### src/rtl/ptw_walker_pkg.sv
// ptw_walker_pkg: shared widths, walker state encodings and PTE field indices
// for the two-level page-table walker (ptw_walker / ptw_pte_decode).
package ptw_walker_pkg;

    localparam int unsigned VPN_WIDTH   = 20;
    localparam int unsigned PPN_WIDTH   = 22;
    localparam int unsigned PTE_WIDTH   = 32;
    localparam int unsigned PADDR_WIDTH = 34;
    localparam int unsigned FLAG_WIDTH  = 8;
    localparam int unsigned LVL_IDX_W   = 10;
    localparam int unsigned PTE_PPN_LSB = 10;

    // PTE flag bit positions
    localparam int unsigned PTE_V = 0;
    localparam int unsigned PTE_R = 1;
    localparam int unsigned PTE_W = 2;
    localparam int unsigned PTE_X = 3;
    localparam int unsigned PTE_U = 4;
    localparam int unsigned PTE_G = 5;
    localparam int unsigned PTE_A = 6;
    localparam int unsigned PTE_D = 7;

    // Walker state encodings
    localparam logic [2:0] ST_IDLE    = 3'd0;
    localparam logic [2:0] ST_L1_REQ  = 3'd1;
    localparam logic [2:0] ST_L1_WAIT = 3'd2;
    localparam logic [2:0] ST_L0_REQ  = 3'd3;
    localparam logic [2:0] ST_L0_WAIT = 3'd4;
    localparam logic [2:0] ST_RESPOND = 3'd5;

endpackage

### src/rtl/ptw_pte_decode.sv
// ptw_pte_decode: combinational PTE classifier.
// Ports: flags (PTE[7:0]), ppn_lo (PTE ppn[9:0]), level (1 = level-1 PTE)
//        -> valid_c, leaf_c, misaligned_c (level-1 leaf with ppn[9:0] != 0),
//           ad_fault_c (A/D violation, only when PTW_AD_CHECK_EN is defined).
module ptw_pte_decode
    import ptw_walker_pkg::*;
(
    input  logic [FLAG_WIDTH-1:0] flags,
    input  logic [LVL_IDX_W-1:0]  ppn_lo,
    input  logic                  level,
    output logic                  valid_c,
    output logic                  leaf_c,
    output logic                  misaligned_c,
    output logic                  ad_fault_c
);

    // W without R is a reserved encoding
    assign valid_c      = flags[PTE_V] && !(!flags[PTE_R] && flags[PTE_W]);
    assign leaf_c       = flags[PTE_R] | flags[PTE_X];
    assign misaligned_c = level && leaf_c && (ppn_lo != '0);

`ifdef PTW_AD_CHECK_EN
    // Software-managed A/D: unset A, or writable page with D clear, faults
    logic flags_unused;
    assign ad_fault_c   = leaf_c && (!flags[PTE_A] || (flags[PTE_W] && !flags[PTE_D]));
    assign flags_unused = ^{flags[PTE_U], flags[PTE_G]};
`else
    logic flags_unused;
    assign ad_fault_c   = 1'b0;
    assign flags_unused = ^{flags[PTE_U], flags[PTE_G], flags[PTE_A], flags[PTE_D]};
`endif

endmodule

### src/rtl/ptw_walker.sv
// ptw_walker: two-level Sv32-style page-table walker, one walk at a time.
// Ports: clk, rst (async active-low); satp_ppn_i; TLB request
//        (ptw_req_valid_i/ready_o/vpn_i); TLB response (ptw_resp_valid_o/
//        ready_i, ppn_o, perm_o, super_o, fault_o); single-outstanding PTE
//        read port (mem_req_valid_o/ready_i/addr_o, mem_resp_valid_i/data_i/err_i).
// Optional: define PTW_AD_CHECK_EN to fault on leaves with A=0 or W=1,D=0.
module ptw_walker
    import ptw_walker_pkg::*;
(
    input  logic                   clk,
    input  logic                   rst,
    input  logic [PPN_WIDTH-1:0]   satp_ppn_i,
    input  logic                   ptw_req_valid_i,
    output logic                   ptw_req_ready_o,
    input  logic [VPN_WIDTH-1:0]   ptw_req_vpn_i,
    output logic                   ptw_resp_valid_o,
    input  logic                   ptw_resp_ready_i,
    output logic [PPN_WIDTH-1:0]   ptw_resp_ppn_o,
    output logic [FLAG_WIDTH-1:0]  ptw_resp_perm_o,
    output logic                   ptw_resp_super_o,
    output logic                   ptw_resp_fault_o,
    output logic                   mem_req_valid_o,
    input  logic                   mem_req_ready_i,
    output logic [PADDR_WIDTH-1:0] mem_req_addr_o,
    input  logic                   mem_resp_valid_i,
    input  logic [PTE_WIDTH-1:0]   mem_resp_data_i,
    input  logic                   mem_resp_err_i
);

    logic [2:0]             state_q, state_d;
    logic [LVL_IDX_W-1:0]   vpn_lo_q, vpn_lo_d;
    logic                   req_ready_q, req_ready_d;
    logic                   resp_valid_q, resp_valid_d;
    logic [PPN_WIDTH-1:0]   resp_ppn_q, resp_ppn_d;
    logic [FLAG_WIDTH-1:0]  resp_perm_q, resp_perm_d;
    logic                   resp_super_q, resp_super_d;
    logic                   resp_fault_q, resp_fault_d;
    logic                   mem_valid_q, mem_valid_d;
    logic [PADDR_WIDTH-1:0] mem_addr_q, mem_addr_d;

    logic [FLAG_WIDTH-1:0]  pte_flags;
    logic [PPN_WIDTH-1:0]   pte_ppn;
    logic                   pte_valid, pte_leaf, pte_misaligned, pte_ad_fault;
    logic                   rsw_unused;

    assign pte_flags  = mem_resp_data_i[FLAG_WIDTH-1:0];
    assign pte_ppn    = mem_resp_data_i[PTE_WIDTH-1:PTE_PPN_LSB];
    assign rsw_unused = ^mem_resp_data_i[PTE_PPN_LSB-1:FLAG_WIDTH];

    ptw_pte_decode u_decode (
        .flags        (pte_flags),
        .ppn_lo       (pte_ppn[LVL_IDX_W-1:0]),
        .level        (state_q == ST_L1_WAIT),
        .valid_c      (pte_valid),
        .leaf_c       (pte_leaf),
        .misaligned_c (pte_misaligned),
        .ad_fault_c   (pte_ad_fault)
    );

    // Next-state and registered-output logic
    always_comb begin
        state_d      = state_q;
        vpn_lo_d     = vpn_lo_q;
        req_ready_d  = req_ready_q;
        resp_valid_d = resp_valid_q;
        resp_ppn_d   = resp_ppn_q;
        resp_perm_d  = resp_perm_q;
        resp_super_d = resp_super_q;
        resp_fault_d = resp_fault_q;
        mem_valid_d  = mem_valid_q;
        mem_addr_d   = mem_addr_q;
        case (state_q)
            ST_IDLE: begin
                if (ptw_req_valid_i && req_ready_q) begin
                    vpn_lo_d    = ptw_req_vpn_i[LVL_IDX_W-1:0];
                    req_ready_d = 1'b0;
                    mem_valid_d = 1'b1;
                    mem_addr_d  = {satp_ppn_i, ptw_req_vpn_i[VPN_WIDTH-1:LVL_IDX_W], 2'b00};
                    state_d     = ST_L1_REQ;
                end
            end
            ST_L1_REQ: begin
                if (mem_req_ready_i) begin
                    mem_valid_d = 1'b0;
                    state_d     = ST_L1_WAIT;
                end
            end
            ST_L1_WAIT: begin
                if (mem_resp_valid_i) begin
                    // Assume fault; the success and descend paths override it
                    state_d      = ST_RESPOND;
                    resp_valid_d = 1'b1;
                    resp_ppn_d   = '0;
                    resp_perm_d  = mem_resp_err_i ? '0 : pte_flags;
                    resp_super_d = 1'b0;
                    resp_fault_d = 1'b1;
                    if (!mem_resp_err_i && pte_valid && !pte_misaligned) begin
                        if (pte_leaf) begin
                            if (!pte_ad_fault) begin
                                resp_ppn_d   = {pte_ppn[PPN_WIDTH-1:LVL_IDX_W], vpn_lo_q};
                                resp_super_d = 1'b1;
                                resp_fault_d = 1'b0;
                            end
                        end else begin
                            state_d      = ST_L0_REQ;
                            resp_valid_d = 1'b0;
                            mem_valid_d  = 1'b1;
                            mem_addr_d   = {pte_ppn, vpn_lo_q, 2'b00};
                        end
                    end
                end
            end
            ST_L0_REQ: begin
                if (mem_req_ready_i) begin
                    mem_valid_d = 1'b0;
                    state_d     = ST_L0_WAIT;
                end
            end
            ST_L0_WAIT: begin
                if (mem_resp_valid_i) begin
                    state_d      = ST_RESPOND;
                    resp_valid_d = 1'b1;
                    resp_super_d = 1'b0;
                    if (mem_resp_err_i || !pte_valid || !pte_leaf || pte_ad_fault) begin
                        resp_ppn_d   = '0;
                        resp_perm_d  = mem_resp_err_i ? '0 : pte_flags;
                        resp_fault_d = 1'b1;
                    end else begin
                        resp_ppn_d   = pte_ppn;
                        resp_perm_d  = pte_flags;
                        resp_fault_d = 1'b0;
                    end
                end
            end
            ST_RESPOND: begin
                if (ptw_resp_ready_i) begin
                    resp_valid_d = 1'b0;
                    req_ready_d  = 1'b1;
                    state_d      = ST_IDLE;
                end
            end
            default: begin
                state_d      = ST_IDLE;
                req_ready_d  = 1'b1;
                resp_valid_d = 1'b0;
                mem_valid_d  = 1'b0;
            end
        endcase
    end

    // State and output registers
    always_ff @(posedge clk or negedge rst) begin
        if (!rst) begin
            state_q      <= ST_IDLE;
            vpn_lo_q     <= '0;
            req_ready_q  <= 1'b1;
            resp_valid_q <= 1'b0;
            resp_ppn_q   <= '0;
            resp_perm_q  <= '0;
            resp_super_q <= 1'b0;
            resp_fault_q <= 1'b0;
            mem_valid_q  <= 1'b0;
            mem_addr_q   <= '0;
        end else begin
            state_q      <= state_d;
            vpn_lo_q     <= vpn_lo_d;
            req_ready_q  <= req_ready_d;
            resp_valid_q <= resp_valid_d;
            resp_ppn_q   <= resp_ppn_d;
            resp_perm_q  <= resp_perm_d;
            resp_super_q <= resp_super_d;
            resp_fault_q <= resp_fault_d;
            mem_valid_q  <= mem_valid_d;
            mem_addr_q   <= mem_addr_d;
        end
    end

    assign ptw_req_ready_o  = req_ready_q;
    assign ptw_resp_valid_o = resp_valid_q;
    assign ptw_resp_ppn_o   = resp_ppn_q;
    assign ptw_resp_perm_o  = resp_perm_q;
    assign ptw_resp_super_o = resp_super_q;
    assign ptw_resp_fault_o = resp_fault_q;
    assign mem_req_valid_o  = mem_valid_q;
    assign mem_req_addr_o   = mem_addr_q;

endmodule

### config.mk
export PLATFORM = sky130hd
export DESIGN_NAME = ptw_walker
export DESIGN_NICKNAME = d
export VERILOG_FILES = /design/src/rtl/ptw_walker_pkg.sv /design/src/rtl/ptw_pte_decode.sv /design/src/rtl/ptw_walker.sv
export SDC_FILE = /design/constraint.sdc
export NUM_CORES = 1
export LEC_CHECK = 0
export BUFFER_PORTS_ARGS = -buffer_cell sky130_fd_sc_hd__buf_2
export CAP_MARGIN = 5
export CORE_ASPECT_RATIO = 1.2
export CORE_MARGIN = 3
export CORE_UTILIZATION = 50
export CTS_CLUSTER_DIAMETER = 60
export CTS_CLUSTER_SIZE = 28
export DETAILED_ROUTE_END_ITERATION = 16
export PLACE_DENSITY = 0.82
export SYNTH_ARGS = -nofsm -noshare
export SYNTH_HDL_FRONTEND = slang
export SYNTH_SLANG_ARGS = --single-unit
### constraint.sdc
create_clock -name clk -period 5.4 [get_ports clk]
set_clock_uncertainty 0.05 [all_clocks]
set_input_delay 1.08 -clock clk [delete_from_list [all_inputs] [get_ports clk]]
set_output_delay 1.08 -clock clk [all_outputs]
set_load 0.02 [all_outputs]
# Word level (Yosys, flattened, before mapping)

Index checks and enable logic that the tools add are counted.

Reduce and logical (&&, ||, !) cells: 30
Equality and inequality tests: 14
Multiplexer cells: 50
Bitwise operators: 4

Operators with widths:

| cell                 | count |
|---|---|
| $mux W34             | 4 |
| $mux W22             | 5 |
| $pmux W34 S2         | 1 |
| $pmux W22 S2         | 1 |
| $mux W8              | 4 |
| $mux W3              | 8 |
| $mux W1              | 20 |
| $pmux W3 S6          | 1 |
| $ne A2 B2 Y1 const B | 8 |
| $pmux W8 S2          | 1 |
| $reduce_and A6 Y1    | 2 |
| $reduce_bool A10 Y1  | 1 |
| $pmux W1 S4          | 2 |
| $logic_and A1 B1 Y1  | 7 |
| $eq A3 B2 Y1 const B | 2 |
| $eq A3 B3 Y1 const B | 2 |
| $logic_not A1 Y1     | 6 |
| $reduce_and A3 Y1    | 2 |
| $reduce_and A5 Y1    | 1 |
| $pmux W1 S2          | 2 |
| $reduce_and A4 Y1    | 1 |
| $reduce_bool A2 Y1   | 2 |
| $reduce_or A2 Y1     | 2 |
| $reduce_or A4 Y1     | 1 |
| other kinds (9)      | 12 |

Word-level logic and storage cells: 108
Input port bits: 81
Bits in registers: 82
Output and inout port bits: 69

# Longest topological paths before layout

Word-level depth: 10
Gate-level depth with buffers: 6
Gate-level depth less buffers: 4

# Modules after synthesis

A second synthesis with hierarchy kept.

Cell total of the unflattened synthesis: 362
Area, all modules: 3721.1 sq um

Modules (own cells, without submodules):

| module         | cells each | instances | area an instance (sq um) |
|---|---|---|---|
| ptw_walker     | 352        | 1         | 3652.3 |
| ptw_pte_decode | 10         | 1         | 68.8 |

# Worst setup path after synthesis

OpenSTA, ideal clock, no wires.

Kind: input-to-reg
From: in mem_resp_data_i[1]
To: reg mem_addr_q[10] (netlist: mem_req_addr_o[10])
Cell stages on the path: 5
Path slack: 3.009 ns
Arrival: 2.216 ns
Buffers on the path: 1
Cell sequence: nor3_1 > nand2_1 > o21ai_2 > buf_4 > mux2_2

Word-level cells in the longest chain between the ends: 8
Elaborated cells between the ends (all ways): 13
Those cells by class: 2 x eq/ne; 1 x bitwise; 10 x reduce/logical

RTL lines:

| element                           | line                 | RTL |
|---|---|---|
| start: declaration                | ptw_walker.sv:26     | `input logic [PTE_WIDTH-1:0] mem_resp_data_i,` |
| $logic_not A1 Y1                  | ptw_pte_decode.sv:18 | `assign valid_c = flags[PTE_V] && !(!flags[PTE_R] && flags[PTE_W]);` |
| $logic_and A1 B1 Y1               | ptw_pte_decode.sv:18 |  |
| $logic_not A1 Y1                  | ptw_pte_decode.sv:18 |  |
| $logic_and A1 B1 Y1               | ptw_pte_decode.sv:18 |  |
| $logic_and A1 B1 Y1 (2 in series) | ptw_walker.sv:97     | `if (!mem_resp_err_i && pte_valid && !pte_misaligned) begin` |
| $ne A2 B2 Y1 (no line)            | --                   |  |
| $reduce_and A5 Y1 (no line) (*)   | --                   |  |
| end signal: assignment            | ptw_walker.sv:174    | `mem_addr_q <= mem_addr_d;` |
| end: declaration                  | ptw_walker.sv:39     | `logic [PADDR_WIDTH-1:0] mem_addr_q, mem_addr_d;` |

Every way passes the cells marked *; elsewhere a longest branch is shown, timed or not.
A chain may end at the register's enable or synchronous reset.

# Final worst setup path

From: in mem_resp_data_i[3]
To: reg mem_addr_q[23] (netlist: mem_req_addr_o[23])

Word-level cells in the longest chain between the ends: 7
Elaborated cells between the ends (all ways): 8
Those cells by class: 2 x eq/ne; 1 x bitwise; 5 x reduce/logical

RTL lines:

| element                           | line                 | RTL |
|---|---|---|
| $or A1 B1 Y1 (*)                  | ptw_pte_decode.sv:19 | `assign leaf_c = flags[PTE_R] \| flags[PTE_X];` |
| $logic_and A1 B1 Y1 (2 in series) | ptw_pte_decode.sv:20 | `assign misaligned_c = level && leaf_c && (ppn_lo != '0);` |
| $logic_not A1 Y1                  | ptw_walker.sv:97     |  |
| $logic_and A1 B1 Y1               | ptw_walker.sv:97     |  |
| $ne A2 B2 Y1 (no line)            | --                   |  |
| $reduce_and A5 Y1 (no line) (*)   | --                   |  |

Marks and branches as above.

==> impl_metrics.env <==
export IMPL_outcome="finished, final reports clean"
export IMPL_cts_root_buffer="clkbuf_8"
export IMPL_routed_via_density=5.517
export IMPL_drive_gt1_share_pct=56.38
export IMPL_hold_violations=0
export IMPL_wl_met3_um=671
export IMPL_grt_pass1_wl_um=14390
export IMPL_globalRouteTotalUtil_pct=21.24
export IMPL_cts_buffers=9
export IMPL_die_y_um=100.6
export IMPL_leakage_nw=2.367
export IMPL_avgSynthCellArea_um2=12.98
export IMPL_synth_edf_count=0
export IMPL_worst_slew_pin_slew_ns=1.118
export IMPL_diodes=0
export IMPL_core_um2=7019
export IMPL_rr_startpoint="state_q[0]$_DFFE_PN0P_"
export IMPL_firstDrtPassIters=4
export IMPL_ys_ff_latch=80
export IMPL_postCtsSetupRepairBufs=0
export IMPL_async_flop_share_pct=100.0
export IMPL_slew_headroom_pct=25.19
export IMPL_grt_pass1_vias=2923
export IMPL_synth_top_area_cell="dfrtp_1"
export IMPL_fin_cells=518
export IMPL_portBuffers=145
export IMPL_setup_ws_ns=2.562
export IMPL_combPwrFrac_pct=44.1
export IMPL_switching_share_pct=39.61
export IMPL_final_nets=508
export IMPL_ant_nets=0
export IMPL_slew_viol_final=0
export IMPL_worstHoldEndpoint="ptw_resp_perm_o[1]$_DFFE_PN0P_"
export IMPL_place_area_um2=4483
export IMPL_cp_max_fo=33
export IMPL_fmax_mhz=352.3
export IMPL_min_delay_start="ptw_resp_perm_o[1]$_DFFE_PN0P_"
export IMPL_chipWidth_um=84.81
export IMPL_fin_crit_sh_pct=52.56
export IMPL_synth_area_top_cells="dfrtp_1 53%, mux2_2 22%, a221o_1 3.0%"
export IMPL_setup_tns_ns=0
export IMPL_finalCriticalPeriod_ns=2.838
export IMPL_r2r_end="mem_req_addr_o[23]$_DFFE_PN0P_"
export IMPL_cts_htree_levels=3
export IMPL_clkPwrFrac_pct=15.0
export IMPL_num_vias=2858
export IMPL_drc=0
export IMPL_synth_distinct_cells=43
export IMPL_io_pins=150
export IMPL_internal_power_mw=1.515
export IMPL_powerDensity_nw_per_um2=540.0
export IMPL_yosys_warnings=0
export IMPL_clock_latency_ns=0.34
export IMPL_rsz0062_at_grt="no"
export IMPL_finalPower_mw=2.508
export IMPL_setup_viol=0
export IMPL_cts_resized=0
export IMPL_seq_area_frac_synth_pct=53.76
export IMPL_rows=33
export IMPL_grt_ovfl_total=0
export IMPL_area_delta_synth_final_pct=24.68
export IMPL_topRoutingLayerUsed="met4"
export IMPL_hold_depth=2
export IMPL_holdBufCountCts=0
export IMPL_cts_sinks=80
export IMPL_finalInstanceArea_um2=4646
export IMPL_start_util_pct=53.08
export IMPL_wl_per_cell_um=17.42
export IMPL_dp_cells=503
export IMPL_first_iter_violations=95
export IMPL_reg2reg_slack_ns=2.67
export IMPL_dp_final_hpwl_um=6634
export IMPL_clk_pin_slew_worst_paths_ns=0.07
export IMPL_critical_path_class="in -> reg"
export IMPL_ir_worst_vdd_uv=278.5
export IMPL_syn_area_um2=3726
export IMPL_setup_worst_path_end_class="register"
export IMPL_dieArea_um2=8528
export IMPL_pre_cts_ws_ns=2.169
export IMPL_cts_tree="done"
export IMPL_startpoint_type="input pin"
export IMPL_worst_r2r_cell_count=4
export IMPL_totalWireLength_um=9026
export IMPL_p_sw_mw=0.9936
export IMPL_crit_arrival_ns=3.01
export IMPL_ys_flop_type="dfrtp_1"
export IMPL_p_seq_share_pct=41.0
export IMPL_synthDominantCellAreaShare_pct=53.06
export IMPL_synthCells=287
export IMPL_grt_max_degree=81
export IMPL_hp_class="reg -> reg"
export IMPL_antenna_found_initial=0
export IMPL_cap_violations=0
export IMPL_gp_congestion=0.8095
export IMPL_worstPathRequired_ns=5.57
export IMPL_cts_buffer_depth=2
export IMPL_wl_met2_um=4552
export IMPL_drt_met1_wl_um=3609
==> critical path, stage by stage <==
cell and delay [ns]:
buf_2 0.12, nor3_1 0.22, nand2_1 0.21, o21ai_4 0.92, mux2_2 0.44
==> sequential cells by signal, indices dropped and copies added, names as in the netlist <==
register and cells:
ptw_resp_valid_o 1, ptw_resp_fault_o 1, ptw_resp_super_o 1, mem_req_valid_o 1, ptw_req_ready_o 1, state_q 3
vpn_lo_q 10, ptw_resp_perm_o 8, ptw_resp_ppn_o 22, mem_req_addr_o 32
==> cells in the final DEF, fill, tap and decap left out, types with 8 or more instances in the layout <==
| cell | count |
|---|---|
| a22o_1 | 12 |
| nand2b_1 | 12 |
| clkbuf_8 | 9 |
| o21ai_0 | 10 |
| nand2_1 | 13 |
| nor2_1 | 8 |
| buf_2 | 144 |
| a221o_1 | 11 |
| mux2_2 | 74 |
| dfrtp_1 | 79 |
==> cell usage after synthesis, types with 5 or more instances <==
cell	n
buf_4	5
mux2_2	74
buf_2	7
nand2b_1	12
and3_1	7
a22o_1	12
nor2_1	8
o21ai_0	10
a221o_1	11
nand2_1	13
dfrtp_1	79
and2_1	5
==> power groups by stage <==
stage / Combinational [mW] / Clock [mW] / Sequential, mW
floorplan: 0.514 / 0 / 1.26
global placement: 1.09 / 0 / 1.02
detailed placement: 1.12 / 0 / 1.04
CTS: 1.12 / 0.386 / 1.03
global route: 1.19 / 0.415 / 1.06
finish: 1.11 / 0.375 / 1.03
==> worst max path at each step <==
stage / start / to / slack [ns] / cells past startpoint
final: mem_resp_data_i[3] / mem_req_addr_o[23]$_DFFE_PN0P_ / 2.56 / 5
after detailed placement: mem_resp_data_i[1] / mem_req_addr_o[23]$_DFFE_PN0P_ / 2.17 / 5
after floorplan: mem_resp_data_i[1] / mem_req_addr_o[10]$_DFFE_PN0P_ / 3.01 / 5
after CTS: mem_resp_data_i[1] / mem_req_addr_o[23]$_DFFE_PN0P_ / 2.53 / 5
after global placement: mem_resp_data_i[1] / mem_req_addr_o[25]$_DFFE_PN0P_ / 2.24 / 5
after global routing: mem_resp_data_i[3] / mem_req_addr_o[23]$_DFFE_PN0P_ / 2.44 / 5
==> logic make-up (layout without fill, tap and decap cells) <==
group,after synthesis,count (layout),synth area share [%]
flip-flops,80,80,53.76
multiplexers,74,74,22.36
buffers and inverters,23,166,3.257
AO/OA/AOI/OAI,51,51,11.75
AND/OR/NAND/NOR,57,57,8.529
other,1,2,0.1006
XOR/XNOR,1,1,0.2351
==> metal layers <==
metal | track usage, % | vias up
li1 | - | 1328
met1 | 26.83 | 1386
met2 | 35.56 | 126
met3 | 4.579 | 18
met4 | 8.648 | 0
met5 | 0 | -
==> through the flow <==
step,util (%),hold slack (ns)
CTS,66.19,0.4346
global route,66.19,0.4510
global placement,63.87,0.4066
floorplan,-,0.4409
detailed placement,63.87,0.4182
finish,66.19,0.4286
==> final cells by class <==
| class | count | area [um2] |
|---|---|---|
| clock buffer | 10 | 127.6 |
| multi-input combinational | 185 | 1613 |
| inverter | 4 | 15.01 |
| sequential | 80 | 2003 |
| fill | 550 | 2374 |
| timing repair buffer | 147 | 743.2 |
| clock inverter | 5 | 35.03 |
| tap | 87 | 108.9 |
No activity file was read; power rests on OpenSTA's default activity.
